[config.mk]
export PLATFORM = sky130hd
export DESIGN_NAME = keypad_scanner
export DESIGN_NICKNAME = d
export VERILOG_FILES = /design/src/rtl/keypad_pkg.sv /design/src/rtl/keypad_sync.sv /design/src/rtl/keypad_scanner.sv
export SDC_FILE = /design/constraint.sdc
export NUM_CORES = 1
export LEC_CHECK = 0
export BUFFER_PORTS_ARGS = -buffer_cell sky130_fd_sc_hd__buf_2
export CORE_AREA = 2 2 83 85
export CTS_BUF_LIST = sky130_fd_sc_hd__clkbuf_4 sky130_fd_sc_hd__clkbuf_8 sky130_fd_sc_hd__clkbuf_16
export DETAILED_ROUTE_END_ITERATION = 10
export DIE_AREA = 0 0 85 87
export PLACE_DENSITY = 0.51
export SETUP_SLACK_MARGIN = 0.05
export SYNTH_ARGS = -nofsm -noshare
export SYNTH_HDL_FRONTEND = slang
export SYNTH_HIERARCHICAL = 1
export SYNTH_SLANG_ARGS = --single-unit
export TNS_END_PERCENT = 10
[constraint.sdc]
create_clock -name i_clock -period 2.5 [get_ports i_clock]
set_input_delay 0.5 -clock i_clock [delete_from_list [all_inputs] [get_ports i_clock]]
set_output_delay 0.5 -clock i_clock [all_outputs]
set_load 0.02 [all_outputs]
[src/rtl/keypad_pkg.sv]
`default_nettype none
// ============================================================================
// Package : keypad_pkg
// Brief   : Shared state type, idle row pattern and decode helpers for the
//           matrix keypad scanner.
// Rev     : 1.0
// ============================================================================
package keypad_pkg;

    typedef enum logic [1:0] {
        SCAN     = 2'd0,
        DEBOUNCE = 2'd1,
        PRESSED  = 2'd2,
        RELEASE  = 2'd3
    } kp_state_t;

    localparam logic [3:0] ROWS_IDLE = 4'b1111;

    function automatic logic [3:0] onehot_low(input logic [1:0] col);
        return ~(4'b0001 << col);
    endfunction

    // Returns {valid_single, idx}; valid only when exactly one row is pulled low.
    function automatic logic [2:0] row_index(input logic [3:0] rows);
        logic [2:0] res;
        case (rows)
            4'b1110: res = 3'b1_00;
            4'b1101: res = 3'b1_01;
            4'b1011: res = 3'b1_10;
            4'b0111: res = 3'b1_11;
            default: res = 3'b0_00;
        endcase
        return res;
    endfunction

endpackage
`default_nettype wire

[src/rtl/keypad_sync.sv]
`default_nettype none
// ============================================================================
// Module : keypad_sync
// Brief  : Two-flop synchronizer; resets to all-ones (idle pulled-up rows).
// Rev    : 1.0
// ============================================================================
module keypad_sync #(
    parameter int WIDTH = 4
) (
    input  logic             clk_i,
    input  logic             rst_ni,
    input  logic [WIDTH-1:0] async_i,
    output logic [WIDTH-1:0] sync_o
);

    logic [WIDTH-1:0] meta_q;
    logic [WIDTH-1:0] sync_q;

    always_ff @(posedge clk_i or negedge rst_ni) begin
        if (!rst_ni) begin
            meta_q <= '1;
            sync_q <= '1;
        end else begin
            meta_q <= async_i;
            sync_q <= meta_q;
        end
    end

    assign sync_o = sync_q;

endmodule
`default_nettype wire

[src/rtl/keypad_scanner.sv]
`default_nettype none
// ============================================================================
// Module : keypad_scanner
// Brief  : 4x4 matrix keypad scan with press/release debounce and key strobe.
//          Define KEYPAD_REPEAT_EN to add auto-repeat strobes while held.
// Rev    : 1.0
// ============================================================================
module keypad_scanner
    import keypad_pkg::*;
#(
    parameter logic [15:0] SCAN_DIV       = 16'd50000,
    parameter logic [7:0]  DEBOUNCE_CNT   = 8'd4,
    parameter logic [15:0] REPEAT_SAMPLES = 16'd200
) (
    input  logic       i_clock,
    input  logic       i_reset_n,
    input  logic [3:0] i_rows,
    output logic [3:0] o_cols,
    output logic [3:0] o_key,
    output logic       o_key_valid,
    output logic       o_key_held
);

    kp_state_t   state_q, state_d;
    logic [15:0] step_q,  step_d;
    logic [1:0]  col_q,   col_d;
    logic [3:0]  pat_q,   pat_d;
    logic [7:0]  deb_q,   deb_d;
    logic [3:0]  key_q,   key_d;
    logic        valid_q, valid_d;
    logic        held_q,  held_d;

    logic [3:0]  w_sample;
    logic        w_sample_en;
    logic [2:0]  w_row_sel;

`ifdef KEYPAD_REPEAT_EN
    logic [15:0] rep_q, rep_d;
`else
    localparam logic [15:0] c_unused_repeat_samples = REPEAT_SAMPLES;
`endif

    keypad_sync #(
        .WIDTH (4)
    ) u_sync (
        .clk_i   (i_clock),
        .rst_ni  (i_reset_n),
        .async_i (i_rows),
        .sync_o  (w_sample)
    );

    // Rows are only acted on during the last cycle of each column step.
    assign w_sample_en = (step_q == SCAN_DIV - 16'd1);
    assign step_d      = w_sample_en ? 16'd0 : step_q + 16'd1;
    assign w_row_sel   = row_index(w_sample);

    always_comb begin
        state_d = state_q;
        col_d   = col_q;
        pat_d   = pat_q;
        deb_d   = deb_q;
        key_d   = key_q;
        valid_d = 1'b0;
        held_d  = held_q;
`ifdef KEYPAD_REPEAT_EN
        rep_d   = rep_q;
`endif
        if (w_sample_en) begin
            case (state_q)
                SCAN: begin
                    if (w_row_sel[2]) begin
                        pat_d = w_sample;
                        deb_d = 8'd1;
                        if (DEBOUNCE_CNT <= 8'd1) begin
                            state_d = PRESSED;
                            key_d   = {w_row_sel[1:0], col_q};
                            valid_d = 1'b1;
                            held_d  = 1'b1;
`ifdef KEYPAD_REPEAT_EN
                            rep_d   = 16'd0;
`endif
                        end else begin
                            state_d = DEBOUNCE;
                        end
                    end else begin
                        // Idle or multi-row (ghost) sample: keep scanning.
                        col_d = col_q + 2'd1;
                    end
                end
                DEBOUNCE: begin
                    if (w_sample == pat_q) begin
                        if (deb_q + 8'd1 >= DEBOUNCE_CNT) begin
                            state_d = PRESSED;
                            key_d   = {w_row_sel[1:0], col_q};
                            valid_d = 1'b1;
                            held_d  = 1'b1;
`ifdef KEYPAD_REPEAT_EN
                            rep_d   = 16'd0;
`endif
                        end else begin
                            deb_d = deb_q + 8'd1;
                        end
                    end else begin
                        state_d = SCAN;
                        col_d   = col_q + 2'd1;
                    end
                end
                PRESSED: begin
                    if (w_sample == ROWS_IDLE) begin
                        if (DEBOUNCE_CNT <= 8'd1) begin
                            state_d = SCAN;
                            held_d  = 1'b0;
                            col_d   = col_q + 2'd1;
                        end else begin
                            state_d = RELEASE;
                            deb_d   = 8'd1;
                        end
                    end
`ifdef KEYPAD_REPEAT_EN
                    else if (rep_q + 16'd1 >= REPEAT_SAMPLES) begin
                        valid_d = 1'b1;
                        rep_d   = 16'd0;
                    end else begin
                        rep_d = rep_q + 16'd1;
                    end
`endif
                end
                RELEASE: begin
                    if (w_sample == ROWS_IDLE) begin
                        if (deb_q + 8'd1 >= DEBOUNCE_CNT) begin
                            state_d = SCAN;
                            held_d  = 1'b0;
                            col_d   = col_q + 2'd1;
                        end else begin
                            deb_d = deb_q + 8'd1;
                        end
                    end else begin
                        state_d = PRESSED;
`ifdef KEYPAD_REPEAT_EN
                        rep_d   = 16'd0;
`endif
                    end
                end
                default: state_d = SCAN;
            endcase
        end
    end

    always_ff @(posedge i_clock or negedge i_reset_n) begin
        if (!i_reset_n) begin
            state_q <= SCAN;
            step_q  <= 16'd0;
            col_q   <= 2'd0;
            pat_q   <= ROWS_IDLE;
            deb_q   <= 8'd0;
            key_q   <= 4'd0;
            valid_q <= 1'b0;
            held_q  <= 1'b0;
`ifdef KEYPAD_REPEAT_EN
            rep_q   <= 16'd0;
`endif
        end else begin
            state_q <= state_d;
            step_q  <= step_d;
            col_q   <= col_d;
            pat_q   <= pat_d;
            deb_q   <= deb_d;
            key_q   <= key_d;
            valid_q <= valid_d;
            held_q  <= held_d;
`ifdef KEYPAD_REPEAT_EN
            rep_q   <= rep_d;
`endif
        end
    end

    assign o_cols      = onehot_low(col_q);
    assign o_key       = key_q;
    assign o_key_valid = valid_q;
    assign o_key_held  = held_q;

endmodule
`default_nettype wire
==> results of run 1 <==
power groups by stage:
stage,registers [W],logic [W],clock network (W)
3_3_place_gp,0.000777,0.0000396,0
3_5_place_dp,0.000777,0.0000396,0
4_1_cts,0.000763,0.0000396,0.000545
5_1_grt,0.000764,0.0000429,0.000583
6_report,0.000763,0.0000370,0.000523
2_1_floorplan,0.000773,0.0000175,0
registers in the layout (all words and copies together) (netlist names), 2 cells and up:
signal         flops
step_q            16
deb_q              8
o_key              4
pat_q              4
u_sync/meta_q      4
u_sync/sync_o      4
col_q              2
state_q            2
area by class of cell:
| type | count | area, um^2 | share of cell area, % |
|---|---|---|---|
| clock inverters | 2 | 13.76 | 0.5564 |
| flip-flops and latches | 46 | 1166 | 47.14 |
| well taps | 80 | 100.1 | 4.047 |
| repair buffers | 17 | 102.6 | 4.148 |
| inverters | 8 | 30.03 | 1.214 |
| multi-input cells | 128 | 967.2 | 39.10 |
| clock buffers | 6 | 93.84 | 3.794 |
final timing paths:
kind,endpoint,cells past startpoint
min in group i_clock,u_sync/meta_q[1],1
max,col_q[1],5
max reg2reg,col_q[1],5
min reg2reg,u_sync/sync_o[1],0
min,deb_q[2],1
max in group asynchronous,u_sync/meta_q[2],2
layout by cell type (no fill, tap or decap), types with 2 or more instances in the layout:
master	instances
sky130_fd_sc_hd__dfstp_2	12
sky130_fd_sc_hd__xor2_1	15
sky130_fd_sc_hd__clkbuf_8	5
sky130_fd_sc_hd__nor3_1	2
sky130_fd_sc_hd__nor4bb_1	2
sky130_fd_sc_hd__nand3_1	9
sky130_fd_sc_hd__nand2_1	10
sky130_fd_sc_hd__nor2_1	14
sky130_fd_sc_hd__o31ai_1	2
sky130_fd_sc_hd__and4_1	3
sky130_fd_sc_hd__buf_2	15
sky130_fd_sc_hd__nand4_1	3
sky130_fd_sc_hd__and3_1	8
sky130_fd_sc_hd__and2_1	10
sky130_fd_sc_hd__xnor2_1	9
sky130_fd_sc_hd__ha_1	6
sky130_fd_sc_hd__dfrtp_1	34
sky130_fd_sc_hd__mux2_2	8
sky130_fd_sc_hd__nor2b_1	2
sky130_fd_sc_hd__inv_1	8
metal layers:
layer	global-route usage, %	vias to the layer above	share of wire, %
met5	0	-	0
met4	3.319	0	0.86
met3	3.412	6	3.4
met2	17.54	22	46
met1	15.59	649	50
li1	-	688	-
critical path, delay by kind of cell, from the launching register on:
kind                       cells  cell delay [ns]
and+or+nand+nor                1             0.47
DFF                            1             0.46
AOI/OAI and AO/OA              2             0.57
adders and majority gates      1             0.27
muxes                          1             0.32
synthesized netlist by cell type (4+ instances only):
master | number | area [um^2]
sky130_fd_sc_hd__mux2_2 | 8 | 90.09
sky130_fd_sc_hd__inv_1 | 8 | 30.03
sky130_fd_sc_hd__xnor2_1 | 9 | 78.83
sky130_fd_sc_hd__buf_2 | 4 | 20.02
sky130_fd_sc_hd__and2_1 | 10 | 62.56
sky130_fd_sc_hd__nor2_1 | 14 | 52.55
sky130_fd_sc_hd__nand2_1 | 10 | 37.54
sky130_fd_sc_hd__xor2_1 | 15 | 131.4
sky130_fd_sc_hd__and3_1 | 8 | 50.05
sky130_fd_sc_hd__nand3_1 | 9 | 45.04
sky130_fd_sc_hd__dfstp_2 | 12 | 315.3
sky130_fd_sc_hd__ha_1 | 6 | 75.07
sky130_fd_sc_hd__dfrtp_1 | 34 | 850.8
logic make-up (layout without fill, tap and decap cells):
kind of cell | Yosys count | in the layout
mux | 10 | 10
simple gates | 69 | 69
buf+inv | 15 | 33
flops | 46 | 46
fa+ha+maj | 6 | 6
compound gates | 19 | 19
xor+xnor | 24 | 24
through the flow:
step,hold WS [ns],cells
after floorplan,0.2044,189
after global routing,0.1917,287
after global placement,0.3455,279
final,0.1536,287
after CTS,0.1808,287
after detailed placement,0.3470,279
==> flow_summary.ini, run 1 <==
[power_and_ir_drop]
p_total_w = 0.001323
power.density_nw_per_um2 = 534.8
p_int_w = 0.001030
vdd_drop_max_mv = 0.3176
power.share.clock_pct = 39.5
power.switching_w = 0.0002928
swShare_pct = 22.13
seqPwrFrac_pct = 57.7
power.share.combinational_pct = 2.8
leakagePower_nw = 1.135

[timing]
tns_ns = 0
setup_viol_count_final = 0
rsz0062_at_grt = false
fin_crit_sh_pct = 87.53
fin_crit_ns = 2.188
finalHoldViolCount = 0
final.setup.worst_slack_ns = 0.3117
slew_viol_final = 0
timing.fmax_mhz = 457.0
final.setup_skew_ns = 0.01141
slew_headroom_pct = 65.53
tightestPinTransition_ns = 0.5171

[yosys]
syn_inst = 189
synth_edf_count = 0
syn-mean-instance-area_um2 = 11.63
area_fraction_in_and_or_nand_and_nor_cells_after_synthesis_pct = 18.04
synth_async_sr_flop_share_pct = 100.0
post_synth_instance_area_um2 = 2198
post_synth_xor_area_fraction_pct = 9.562
predominant_post_synthesis_flop_cell = sky130_fd_sc_hd__dfrtp_1
ys_seq_elements = 46
synth.net_count = 201
synth_top_family_by_area = simple AND/OR/NAND/NOR gates
seq_area_frac_synth_pct = 53.04
synth_adder_area_share_pct = 3.415
synth-compound-area-share_pct = 7.740
synth_warnings = 6
synthMuxAreaShare_pct = 5.236
synth_cell_types = 46

[layout]
finalCoreUtilization_pct = 37.66
layout.cell_area.non_filler_um2 = 2474
nFillCells = 636
area_overhead_of_the_layout_relative_to_synthesis_pct = 12.52
fraction_of_final_layout_cells_sized_beyond_drive_strength_1_pct = 24.64
number_of_antenna_diodes = 0
fin_nets = 218

[cts]
htree_num_levels = 2
reg_clk_slew_reported_paths_ns = 0.10
clkLatencyLatePin_ns = 0.30
tritoncts = done
ctsHoldBuffers = 0
cts_resized = 0
cts_post_setup_buffers_inserted = 0
clockRootBuffer = sky130_fd_sc_hd__clkbuf_8
max-clock-path-buffers = 2
cts-buffers-inserted = 5
clock_sink_count = 46

[worst_setup_path]
worst_setup_path_start_kind = flip-flop
endpoint_kind = flip-flop
critical_path_data_arrival_time_ns = 2.38
timing.setup.critical_path_class = reg2reg
worst_path_cell_chain = ha_1, o41ai_1, and3_1, a31oi_4, mux2_4
cpPeakStageDelay_ns = 0.47
critical_path.reg2reg.startpoint = deb_q[0]
worstPathRequired_ns = 2.69
critPathSlowestCell = sky130_fd_sc_hd__and3_1
worst_setup_path_startpoint = deb_q[0]
regToRegSetupSlack_ns = 0.31
cp_max_fo = 8

[floorplanning]
core_region_area_um2 = 6569
dieArea_um2 = 7395
floorplan.rows = 30
pin_count = 16
die_w_um = 85
die_h_um = 87
initial_utilization_pct = 33.47

[drt]
detailroute.via_count = 1365
post_drt_wl_per_cell_um = 13.30
post_drt_via_cell_ratio = 4.756
antenna_violating_nets_post_route = 0
drt_pass1_iterations = 4
detailedRoute.firstIterationViolations = 38
remaining_drc_errors = 0
finalWirelength_mm = 3.816

[global_route]
largest_net_degree_at_the_start_of_global_routing = 27
globalRouteTotalUtil_pct = 11.39
grt_pass1_vias = 1402
grt_pass1_wl_mm = 6.658
gr-total-overflow = 0
number_of_antenna_violations_at_the_first_check_in_global_routing = 0

[placement]
place.gp.congestion = 0.7147
post_dp_cell_area_um2 = 2366
dpl.hpwl_mm = 2.715
place.port_buffers = 15
placement.setup.worst_slack_ns = 0.3083

[worst_hold_path]
class_of_the_worst_hold_path = in2async

[run]
drv_cap = 0

[outcome]
outcome = finished, final reports clean
No activity file was read; power rests on OpenSTA's default activity.
==> run 2: changes to the inputs <==
clock period = 2.07 ns   (was 2.5 ns; I/O delays follow)
==> flow_summary.ini, run 2 (synthesis results as in run 1) <==
[cts]
max-clock-path-buffers = 2
clkLatencyLatePin_ns = 0.30
htree_num_levels = 2
clockRootBuffer = sky130_fd_sc_hd__clkbuf_8
tritoncts = done
reg_clk_slew_reported_paths_ns = 0.09
clock_sink_count = 46
cts-buffers-inserted = 5

[global_route]
grt_pass1_wl_mm = 7.189
number_of_antenna_violations_at_the_first_check_in_global_routing = 0
largest_net_degree_at_the_start_of_global_routing = 47
grt_pass1_vias = 1469
gr-total-overflow = 0
globalRouteTotalUtil_pct = 12.27

[power_and_ir_drop]
power.share.clock_pct = 39.0
leakagePower_nw = 1.311
power.density_nw_per_um2 = 578.1
swShare_pct = 22.29
seqPwrFrac_pct = 57.0
power.switching_w = 0.0003599
vdd_drop_max_mv = 0.3837
power.share.combinational_pct = 3.9
p_int_w = 0.001254

[layout]
max_reg_flops = 16
top_regs = step_q x16, deb_q x8
fin_nets = 249
number_of_antenna_diodes = 0
largest_register_by_flop_count = step_q
layout.cell_area.non_filler_um2 = 2793
multi_input_area_um2 = 1051
finish.cell_count_without_fillers = 318
fraction_of_final_layout_cells_sized_beyond_drive_strength_1_pct = 39.08
nFillCells = 628
area_overhead_of_the_layout_relative_to_synthesis_pct = 27.03
area.sequential_um2 = 1166
mostFrequentLayoutCells = sky130_fd_sc_hd__dfrtp_1, sky130_fd_sc_hd__buf_4, sky130_fd_sc_hd__buf_2
mostFrequentLayoutCell = sky130_fd_sc_hd__dfrtp_1

[drt]
detailroute.via_count = 1484
drt_pass1_iterations = 4
remaining_drc_errors = 0
antenna_violating_nets_post_route = 0
post_drt_wl_per_cell_um = 12.81
detailedRoute.firstIterationViolations = 57
post_drt_via_cell_ratio = 4.667
finalWirelength_mm = 4.072

[timing]
final.setup_skew_ns = 0.005195
rsz0062_at_grt = true
slew_headroom_pct = 77.41
fin_crit_ns = 2.060
finalHoldViolCount = 0
fin_crit_sh_pct = 99.50
slew_viol_final = 0
timing.fmax_mhz = 485.5
tightestPinTransition_ns = 0.3342
setup_viol_count_final = 0

[floorplanning]
floorplan.rows = 30
die_w_um = 85
initial_utilization_pct = 33.47
dieArea_um2 = 7395
die_h_um = 87
pin_count = 16
core_region_area_um2 = 6569

[placement]
dpl.hpwl_mm = 2.821
place.gp.congestion = 0.7406
place_inst = 304
place.port_buffers = 15
post_dp_cell_area_um2 = 2554

[worst_setup_path]
cpPeakStageDelay_ns = 0.59
critical_path_data_arrival_time_ns = 2.25
critPathSlowestCell = sky130_fd_sc_hd__dfstp_2
worst_path_cell_chain = xor2_1, nor4_4, nor2b_4, a2111o_1, a31oi_4, mux2_4
worst_setup_path_start_kind = flip-flop
endpoint_kind = flip-flop
cp_max_fo = 5
timing.setup.critical_path_class = reg2reg
worstPathRequired_ns = 2.26

[run]
drv_cap = 0

[worst_hold_path]
class_of_the_worst_hold_path = in2async

[outcome]
outcome = finished, final reports clean
run 2: final cells by class:
cell class / instances / share of cell area, %
Multi-Input combinational cell: 128 / 37.63
Tap cell: 80 / 3.584
Timing Repair Buffer: 48 / 12.14
Clock inverter: 2 / 0.4480
Clock buffer: 6 / 3.360
Sequential cell: 46 / 41.76
Inverter: 8 / 1.075
run 2: routing by layer:
layer  global-route usage (%)  wire length, um  vias up
met1                    17.30             2009      718
met5                        0                0        -
met4                    3.896               67        0
met3                    2.844              110        7
li1                         -                -      742
met2                    18.75             1885       17
run 2: worst max-delay path: cells and delay by family, from the launching register on:
| family | cells | cell delay (ns) |
|---|---|---|
| xor+xnor | 1 | 0.25 |
| simple gates | 2 | 0.20 |
| mux | 1 | 0.31 |
| flops | 1 | 0.59 |
| compound gates | 2 | 0.59 |
run 2: power by group through the flow:
stage / Combinational [W] / Sequential (W) / Clock, W
after floorplan: 0.0000217 / 0.000933 / 0
after global placement: 0.0000570 / 0.000936 / 0
after detailed placement: 0.0000572 / 0.000937 / 0
after CTS: 0.0000627 / 0.000920 / 0.000657
after global routing: 0.0000723 / 0.000923 / 0.000686
final: 0.0000637 / 0.000921 / 0.000630
run 2: path summary, 6_finish.rpt:
path                                   from          endpoint  slack (ns)  depth (start not counted)
setup / recovery           u_sync/sync_o[1]          col_q[1]        0.01                          6
hold / removal                    i_reset_n          deb_q[2]        0.07                          2
setup reg to reg           u_sync/sync_o[1]          col_q[1]        0.01                          6
hold reg to reg            u_sync/meta_q[3]  u_sync/sync_o[3]        0.36                          0
max in group asynchronous         i_reset_n          pat_q[2]        1.72                          2
min in group i_clock              i_rows[3]  u_sync/meta_q[3]        0.20                          1
run 2: repair_timing:
item | CTS | global route
endpoints found under the setup margin | 13 | 15
hold buffers | 0 | 0
pin swaps | 5 | 5
buffers inserted | 5 | 1
gates cloned | 0 | 0
resized for setup | 12 | 5
run 2: stage by stage:
step                hold slack [ns]  worst slack (ns)  util, %  setup TNS, ns  total power (W)
finish                      0.07213           0.01041    42.51              0         0.001614
floorplan                    0.1184           0.06182        -              0        0.0009550
CTS                         0.08453           0.02262    41.87              0         0.001640
detailed placement           0.3468           -0.1610    38.88        -0.6640        0.0009940
global route                0.09613          -0.06737    42.51        -0.4643         0.001681
global placement             0.3468           -0.1592    38.88        -0.6570        0.0009932
